**config.mk**
```make
export PLATFORM = sky130hd
export DESIGN_NAME = reg_file_sb_flat
export DESIGN_NICKNAME = d
export VERILOG_FILES = /design/src/rtl/reg_file_pkg.sv /design/src/rtl/reg_file_sb_if.sv /design/src/rtl/reg_scoreboard.sv /design/src/rtl/reg_file_sb.sv /design/src/flat_wrapper.sv
export SDC_FILE = /design/constraint.sdc
export NUM_CORES = 2
export LEC_CHECK = 0
export ABC_CLOCK_PERIOD_IN_PS = 66200
export CAP_MARGIN = 20
export CORE_UTILIZATION = 42
export DETAILED_ROUTE_END_ITERATION = 8
export GPL_TIMING_DRIVEN = 1
export RECOVER_POWER = 50
export SKIP_CTS_REPAIR_TIMING = 1
export SYNTH_ARGS = -nofsm -noshare
export SYNTH_HDL_FRONTEND = slang
export SYNTH_HIERARCHICAL = 1
export SYNTH_SLANG_ARGS = --single-unit
```
**constraint.sdc**
```tcl
create_clock -name clk -period 66.2 [get_ports clk]
set_input_delay 9.93 -clock clk [delete_from_list [all_inputs] [get_ports clk]]
set_output_delay 9.93 -clock clk [all_outputs]
set_load 0.1 [all_outputs]
```
**src/rtl/reg_file_pkg.sv**
```systemverilog
// ---------------------------------------------------------------------------
// reg_file_pkg
// Shared defaults and types for the pipelined register file with scoreboard.
//   XLEN_DEFAULT      : default data width
//   NUM_REGS_DEFAULT  : default architectural register count
//   ADDR_W_DEFAULT    : register index width derived from NUM_REGS_DEFAULT
//   word_t / reg_idx_t: data word and register index at default sizes
//   REG_ZERO          : index of the hardwired-zero register x0
// ---------------------------------------------------------------------------
package reg_file_pkg;
  localparam int XLEN_DEFAULT     = 32;
  localparam int NUM_REGS_DEFAULT = 32;
  localparam int ADDR_W_DEFAULT   = $clog2(NUM_REGS_DEFAULT);

  typedef logic [XLEN_DEFAULT-1:0]   word_t;
  typedef logic [ADDR_W_DEFAULT-1:0] reg_idx_t;

  localparam reg_idx_t REG_ZERO = '0;
endpackage

```
**src/rtl/reg_file_sb_if.sv**
```systemverilog
// ---------------------------------------------------------------------------
// reg_file_sb_if
// Decode/writeback bus of the register file.
//   rd_en[p], rd_reg[p]    : per-port read request (decode)
//   rd_data[p], rd_busy[p] : per-port registered read result
//   wr_en, wr_reg, wr_data : writeback port
//   issue_en, issue_reg    : destination marked pending at issue
//   any_busy               : OR of all busy bits
// Modports: master = decode/writeback side, slave = register file.
// ---------------------------------------------------------------------------
interface reg_file_sb_if
  import reg_file_pkg::*;
#(
  parameter int XLEN         = XLEN_DEFAULT,
  parameter int NUM_REGS     = NUM_REGS_DEFAULT,
  parameter int NUM_RD_PORTS = 2,
  localparam int ADDR_W      = $clog2(NUM_REGS)
);
  logic [NUM_RD_PORTS-1:0]             rd_en;
  logic [NUM_RD_PORTS-1:0][ADDR_W-1:0] rd_reg;
  logic [NUM_RD_PORTS-1:0][XLEN-1:0]   rd_data;
  logic [NUM_RD_PORTS-1:0]             rd_busy;
  logic                                wr_en;
  logic [ADDR_W-1:0]                   wr_reg;
  logic [XLEN-1:0]                     wr_data;
  logic                                issue_en;
  logic [ADDR_W-1:0]                   issue_reg;
  logic                                any_busy;

  modport master (
    output rd_en, rd_reg, wr_en, wr_reg, wr_data, issue_en, issue_reg,
    input  rd_data, rd_busy, any_busy
  );

  modport slave (
    input  rd_en, rd_reg, wr_en, wr_reg, wr_data, issue_en, issue_reg,
    output rd_data, rd_busy, any_busy
  );
endinterface

```
**src/rtl/reg_scoreboard.sv**
```systemverilog
// ---------------------------------------------------------------------------
// reg_scoreboard
// One busy bit per architectural register. Issue sets a bit, writeback
// clears it; when both hit the same register on one edge the issue wins.
// Bit 0 (x0) is never set.
//   clk, rst      : clock, asynchronous active-high reset
//   i_issue_en/reg: destination being issued
//   i_wr_en/reg   : writeback retiring a destination
//   o_busy        : current busy vector
//   o_busy_next   : busy vector as it will be after this edge
//   o_any_busy    : OR of the current busy vector
// ---------------------------------------------------------------------------
module reg_scoreboard
  import reg_file_pkg::*;
#(
  parameter int NUM_REGS = NUM_REGS_DEFAULT,
  localparam int ADDR_W  = $clog2(NUM_REGS)
) (
  input  logic                clk,
  input  logic                rst,
  input  logic                i_issue_en,
  input  logic [ADDR_W-1:0]   i_issue_reg,
  input  logic                i_wr_en,
  input  logic [ADDR_W-1:0]   i_wr_reg,
  output logic [NUM_REGS-1:0] o_busy,
  output logic [NUM_REGS-1:0] o_busy_next,
  output logic                o_any_busy
);
  logic [NUM_REGS-1:0] r_busy;
  logic [NUM_REGS-1:0] w_busy_next;

  always_comb begin
    w_busy_next = '0;
    for (int r = 1; r < NUM_REGS; r++) begin
      if (i_issue_en && (i_issue_reg == ADDR_W'(r)))
        w_busy_next[r] = 1'b1;
      else if (i_wr_en && (i_wr_reg == ADDR_W'(r)))
        w_busy_next[r] = 1'b0;
      else
        w_busy_next[r] = r_busy[r];
    end
  end

  always_ff @(posedge clk or posedge rst) begin
    if (rst) r_busy <= '0;
    else     r_busy <= w_busy_next;
  end

  assign o_busy      = r_busy;
  assign o_busy_next = w_busy_next;
  // Drain indication reflects committed state only, not this cycle's update.
  assign o_any_busy  = |r_busy;
endmodule

```
**src/rtl/reg_file_sb.sv**
```systemverilog
// ---------------------------------------------------------------------------
// reg_file_sb
// Parametrised register file for the pipelined rv32i datapath: NUM_RD_PORTS
// registered read ports, one write port, x0 hardwired to zero, and a
// per-register busy scoreboard for hazard detection at decode.
//   clk  : clock, rising edge
//   rst  : asynchronous active-high reset (clears storage, busy, outputs)
//   bus  : reg_file_sb_if.slave (read ports, writeback, issue, any_busy)
// Build option:
//   REG_FILE_BYPASS_EN defined   -> write-first: a read hitting the register
//                                   being written returns the new data and
//                                   the post-edge busy bit.
//   REG_FILE_BYPASS_EN undefined -> read-first: such a read returns the
//                                   pre-write data and pre-write busy bit.
// ---------------------------------------------------------------------------
module reg_file_sb
  import reg_file_pkg::*;
#(
  parameter int XLEN         = XLEN_DEFAULT,
  parameter int NUM_REGS     = NUM_REGS_DEFAULT,
  parameter int NUM_RD_PORTS = 2,
  localparam int ADDR_W      = $clog2(NUM_REGS)
) (
  input  logic           clk,
  input  logic           rst,
  reg_file_sb_if.slave   bus
);
  localparam logic [ADDR_W-1:0] IDX_ZERO = ADDR_W'(REG_ZERO);

  logic [XLEN-1:0]                   r_regs [NUM_REGS];
  logic [NUM_RD_PORTS-1:0][XLEN-1:0] r_rd_data_p1;
  logic [NUM_RD_PORTS-1:0]           r_rd_busy_p1;

  logic [NUM_REGS-1:0]     w_busy;
  logic [NUM_REGS-1:0]     w_busy_next;
  logic                    w_any_busy;
  logic                    w_wr_ok;
  logic [NUM_RD_PORTS-1:0] w_wr_hit;

  reg_scoreboard #(
    .NUM_REGS (NUM_REGS)
  ) u_scoreboard (
    .clk         (clk),
    .rst         (rst),
    .i_issue_en  (bus.issue_en),
    .i_issue_reg (bus.issue_reg),
    .i_wr_en     (bus.wr_en),
    .i_wr_reg    (bus.wr_reg),
    .o_busy      (w_busy),
    .o_busy_next (w_busy_next),
    .o_any_busy  (w_any_busy)
  );

  assign w_wr_ok = bus.wr_en && (bus.wr_reg != IDX_ZERO);

  always_comb begin
    w_wr_hit = '0;
    for (int p = 0; p < NUM_RD_PORTS; p++)
      w_wr_hit[p] = w_wr_ok && (bus.wr_reg == bus.rd_reg[p]);
  end

  // Storage: x0 is never written, so it stays at its reset value of zero.
  always_ff @(posedge clk or posedge rst) begin
    if (rst) begin
      for (int i = 0; i < NUM_REGS; i++) r_regs[i] <= '0;
    end else if (w_wr_ok) begin
      r_regs[bus.wr_reg] <= bus.wr_data;
    end
  end

  // Read stage p0 -> p1: one-cycle registered read, held while rd_en is low.
  always_ff @(posedge clk or posedge rst) begin
    if (rst) begin
      r_rd_data_p1 <= '0;
      r_rd_busy_p1 <= '0;
    end else begin
      for (int p = 0; p < NUM_RD_PORTS; p++) begin
        if (bus.rd_en[p]) begin
          if (bus.rd_reg[p] == IDX_ZERO) begin
            r_rd_data_p1[p] <= '0;
            r_rd_busy_p1[p] <= 1'b0;
          end else if (w_wr_hit[p]) begin
`ifdef REG_FILE_BYPASS_EN
            r_rd_data_p1[p] <= bus.wr_data;
            r_rd_busy_p1[p] <= w_busy_next[bus.rd_reg[p]];
`else
            r_rd_data_p1[p] <= r_regs[bus.rd_reg[p]];
            r_rd_busy_p1[p] <= w_busy[bus.rd_reg[p]];
`endif
          end else begin
            r_rd_data_p1[p] <= r_regs[bus.rd_reg[p]];
            r_rd_busy_p1[p] <= w_busy_next[bus.rd_reg[p]];
          end
        end
      end
    end
  end

  assign bus.rd_data  = r_rd_data_p1;
  assign bus.rd_busy  = r_rd_busy_p1;
  assign bus.any_busy = w_any_busy;
endmodule

```
**src/flat_wrapper.sv**
```systemverilog
// flat-port wrapper written by rule: the top's interface ports become plain ports
module reg_file_sb_flat import reg_file_pkg::*;
#(
  parameter int XLEN         = XLEN_DEFAULT,
  parameter int NUM_REGS     = NUM_REGS_DEFAULT,
  parameter int NUM_RD_PORTS = 2,
  localparam int ADDR_W      = $clog2(NUM_REGS)
)
  (clk, rst, bus_rd_en, bus_rd_reg, bus_wr_en, bus_wr_reg, bus_wr_data, bus_issue_en, bus_issue_reg, bus_rd_data, bus_rd_busy, bus_any_busy);
  reg_file_sb_if #(.XLEN(XLEN), .NUM_REGS(NUM_REGS), .NUM_RD_PORTS(NUM_RD_PORTS)) bus_i ();
  input  logic clk;
  input  logic rst;
  input wire logic [$bits(bus_i.rd_en)-1:0] bus_rd_en;
  input wire logic [$bits(bus_i.rd_reg)-1:0] bus_rd_reg;
  input wire logic [$bits(bus_i.wr_en)-1:0] bus_wr_en;
  input wire logic [$bits(bus_i.wr_reg)-1:0] bus_wr_reg;
  input wire logic [$bits(bus_i.wr_data)-1:0] bus_wr_data;
  input wire logic [$bits(bus_i.issue_en)-1:0] bus_issue_en;
  input wire logic [$bits(bus_i.issue_reg)-1:0] bus_issue_reg;
  output wire logic [$bits(bus_i.rd_data)-1:0] bus_rd_data;
  output wire logic [$bits(bus_i.rd_busy)-1:0] bus_rd_busy;
  output wire logic [$bits(bus_i.any_busy)-1:0] bus_any_busy;
  assign bus_i.rd_en = bus_rd_en;
  assign bus_i.rd_reg = bus_rd_reg;
  assign bus_i.wr_en = bus_wr_en;
  assign bus_i.wr_reg = bus_wr_reg;
  assign bus_i.wr_data = bus_wr_data;
  assign bus_i.issue_en = bus_issue_en;
  assign bus_i.issue_reg = bus_issue_reg;
  assign bus_rd_data = bus_i.rd_data;
  assign bus_rd_busy = bus_i.rd_busy;
  assign bus_any_busy = bus_i.any_busy;
  reg_file_sb #(.XLEN(XLEN), .NUM_REGS(NUM_REGS), .NUM_RD_PORTS(NUM_RD_PORTS)) u_core (.clk(clk), .rst(rst), .bus(bus_i));
endmodule
```
==> summary.md <==
| Metric | Value |
|---|---|
| Status | `finished with violations` |
| Failing checks | `max-capacitance violations, max-slew violations` |
| Post-synth EDFFs | `0` |
| Final net count | `3940` |
| Top cell type's share of synthesized area | `~47%` |
| Largest net degree at the start of global routing | `178` |
| Pleak | `28.57 nW` |
| Inst Count DP | `5612` |
| Antenna diode count | `0` |
| Total wire length | `between 150000 and 200000 um` |
| DR iter-0 viols | `approximately 2500` |
| Die Y | `around 380 um` |
| Residual DRC count | `0` |
| Post-synth ARST share | `100.0%` |
| Peak VDD IR | `29.52 uV` |
| Arr. time, crit path | `22.35 ns` |
| R2R Path Start | `u_core/u_scoreboard/o_busy[29]` |
| Final Max Tran Viols | `between 1000 and 1500` |
| Initial Util | `42.52%` |
| TNS Setup | `0 ns` |
| Clk Latency, worst-skew pair | `0.75 ns` |
| CTS tree | `done` |
| CP max FO | `150` |
| Hold slack final | `0.3912 ns` |
| # fillers | `12240` |
| Fin. Hold Viols | `0` |
| Vias | `35980` |
| Die ar. | `around 140000 um^2` |
| Max-Cap Viols | `29` |
| Width of the die | `roughly 380 um` |
| Register bit total from synthesis | `between 1000 and 1500` |
| CP Capture Type | `async pin` |
| Fin crit share | `32.44%` |
| Vias in the first global route | `between 30000 and 40000` |
| Worst Min Path Start | `u_core/r_regs[1022]` |
| Top-level I/O count | `between 100 and 150` |
| Tot Pwr | `2.112 mW` |
| CP Launch Type | `input port` |
| Buffers on Ports | `124` |
| Pwr dens | `about 32 nW/um^2` |
| Core Area | `140200 um^2` |
| Most area-consuming cells after synthesis | `dfrtp_1, mux2_2, mux4_2` |
| Via/cell ratio | `6.142` |
| RSZ-0062 raised after global routing | `no` |
| Final setup viols | `0` |
| Clock root cell | `clkbuf_16` |
| Worst path required time | `about 67 ns` |
| Max frequency | `around 47 MHz` |
| Kind of critical path | `in2async` |
| Clock Sinks | `between 1000 and 1500` |
| Post-Syn Area | `59620 um^2` |
| Actual slew at the worst max-slew pin | `8.128 ns` |
| Num CTS Buffers | `131` |
| DP Area | `62160 um^2` |
| Number of synthesis warnings | `6` |
| Synth Flop Type | `dfrtp_1` |
| Reg2reg end | `u_core/bus.rd_busy[0]` |
| Synth area leader | `dfrtp_1` |
| Area Growth Syn to Fin | `11.98%` |
| Rows | `137` |
| Min-Delay Endpoint | `u_core/r_regs[1022]` |
| Post-layout min period | `21.47 ns` |
| Initial antenna violation count | `5` |
| Slew margin rel. | `-441.9%` |
| WL/cell | `around 29 um` |
| Worst-path clk slew | `about 0.060 ns` |
| First-pass GRT wire length | `around 260000 um` |
| Mapped Cells | `3966` |
| FF-to-FF setup slack | `roughly 64 ns` |
| Max Clock Skew | `0.02486 ns` |
| Commonest non-fill, non-tap cell in the layout | `mux2_2` |
| R2R cell count | `7` |
| Gpl congestion | `0.7860` |
| Hold Crit Depth | `0` |
| Final Non-Filler Cells | `5857` |
| HPWL after DPL | `90580 um` |
| Commonest cells after routing, fill and taps aside | `mux2_2, dfrtp_1, mux4_2` |
| Initial DRT Pass Iterations | `5` |
| Post-route cell area | `66760 um^2` |
| HP Class | `reg2reg` |
| Synth cell types | `50` |
| ANT nets after route | `0` |
| Syn Area/Cell | `15.03 um^2` |
| Share of cells above drive strength 1 | `49.33%` |
| Max Root-Sink Buffers | `3` |
| Htree depth | `4` |
| Global route total overflow | `0` |
| Seq/Total Area, Yosys | `between 40% and 50%` |
| All-Layer GR Usage | `24.45%` |
[how the worst max path moves through the flow]
stage               from  cells past startpoint                endpoint
floorplan            rst                      1   u_core/bus.rd_busy[0]
global placement     rst                      6      u_core/r_regs[333]
detailed placement   rst                      6      u_core/r_regs[333]
CTS                  rst                      6      u_core/r_regs[429]
global route         rst                      7  u_core/bus.rd_data[17]
finish               rst                      7      u_core/r_regs[429]
[worst max-delay path, cell delays in order]
cell	delay, ns
dlygate4sd3_1	0.57
clkinvlp_2	2.85
clkbuf_1	5.85
buf_4	1.31
buf_4	0.77
buf_4	0.33
buf_16	0.34
[area by class of cell]
cell class	instances	area, um^2	area share (%)
clock inverters	34	412.9	0.6185
clock buffers	198	4070	6.097
well taps	1876	2347	3.516
repair buffers	216	2128	3.188
inverters	3	12.51	0.01874
multi-input cells	2409	29740	44.54
flip-flops and latches	1121	28050	42.02
[per-stage QoR]
stage | util, % | setup WS (ns)
2_1_floorplan | - | 25.58
3_3_place_gp | 44.33 | 51.51
3_5_place_dp | 44.33 | 51.49
4_1_cts | 47.53 | 52.30
5_1_grt | 47.61 | 42.40
6_report | 47.61 | 44.73
[cells in the mapped netlist (35+ instances only)]
cell / number
nand2b_1: 72
nand2_1: 155
o21ai_1: 35
clkbuf_1: 199
buf_2: 139
mux2i_1: 140
buf_1: 75
dfrtp_1: 1121
mux2_2: 1124
o211ai_1: 129
mux4_2: 540
nand3_1: 73
[sequential cells by signal, summed over array words and instances (netlist names)]
| register | flops |
|---|---|
| u_core/bus.rd_busy | 2 |
| u_core/bus.rd_data | 64 |
| u_core/r_regs | 1024 |
| u_core/u_scoreboard/o_busy | 31 |
[cells by family after synthesis]
logic type	share of synthesized area, %
muxes	44.00
DFF	47.05
buffers and inverters	3.182
and+or+nand+nor	3.259
AOI/OAI and AO/OA	2.357
xor gates and xnor gates	0.1469
other	0.006290
[power by group]
part	leakage [nW]	internal, mW	switching [mW]
Clock	2.23	0.458	0.292
Sequential	14.4	0.816	0.0941
Combinational	12.0	0.252	0.200
[per-layer routing]
| metal | vias to the layer above | wire length (um) | track usage, % |
|---|---|---|---|
| li1 | 15050 | - | - |
| met1 | 19820 | 74290 | 33.49 |
| met3 | 248 | 7490 | 3.249 |
| met4 | 0 | 4178 | 7.060 |
| met5 | - | 0 | 0 |
| met2 | 854 | 85000 | 40.67 |
No activity file was read; power rests on OpenSTA's default activity.
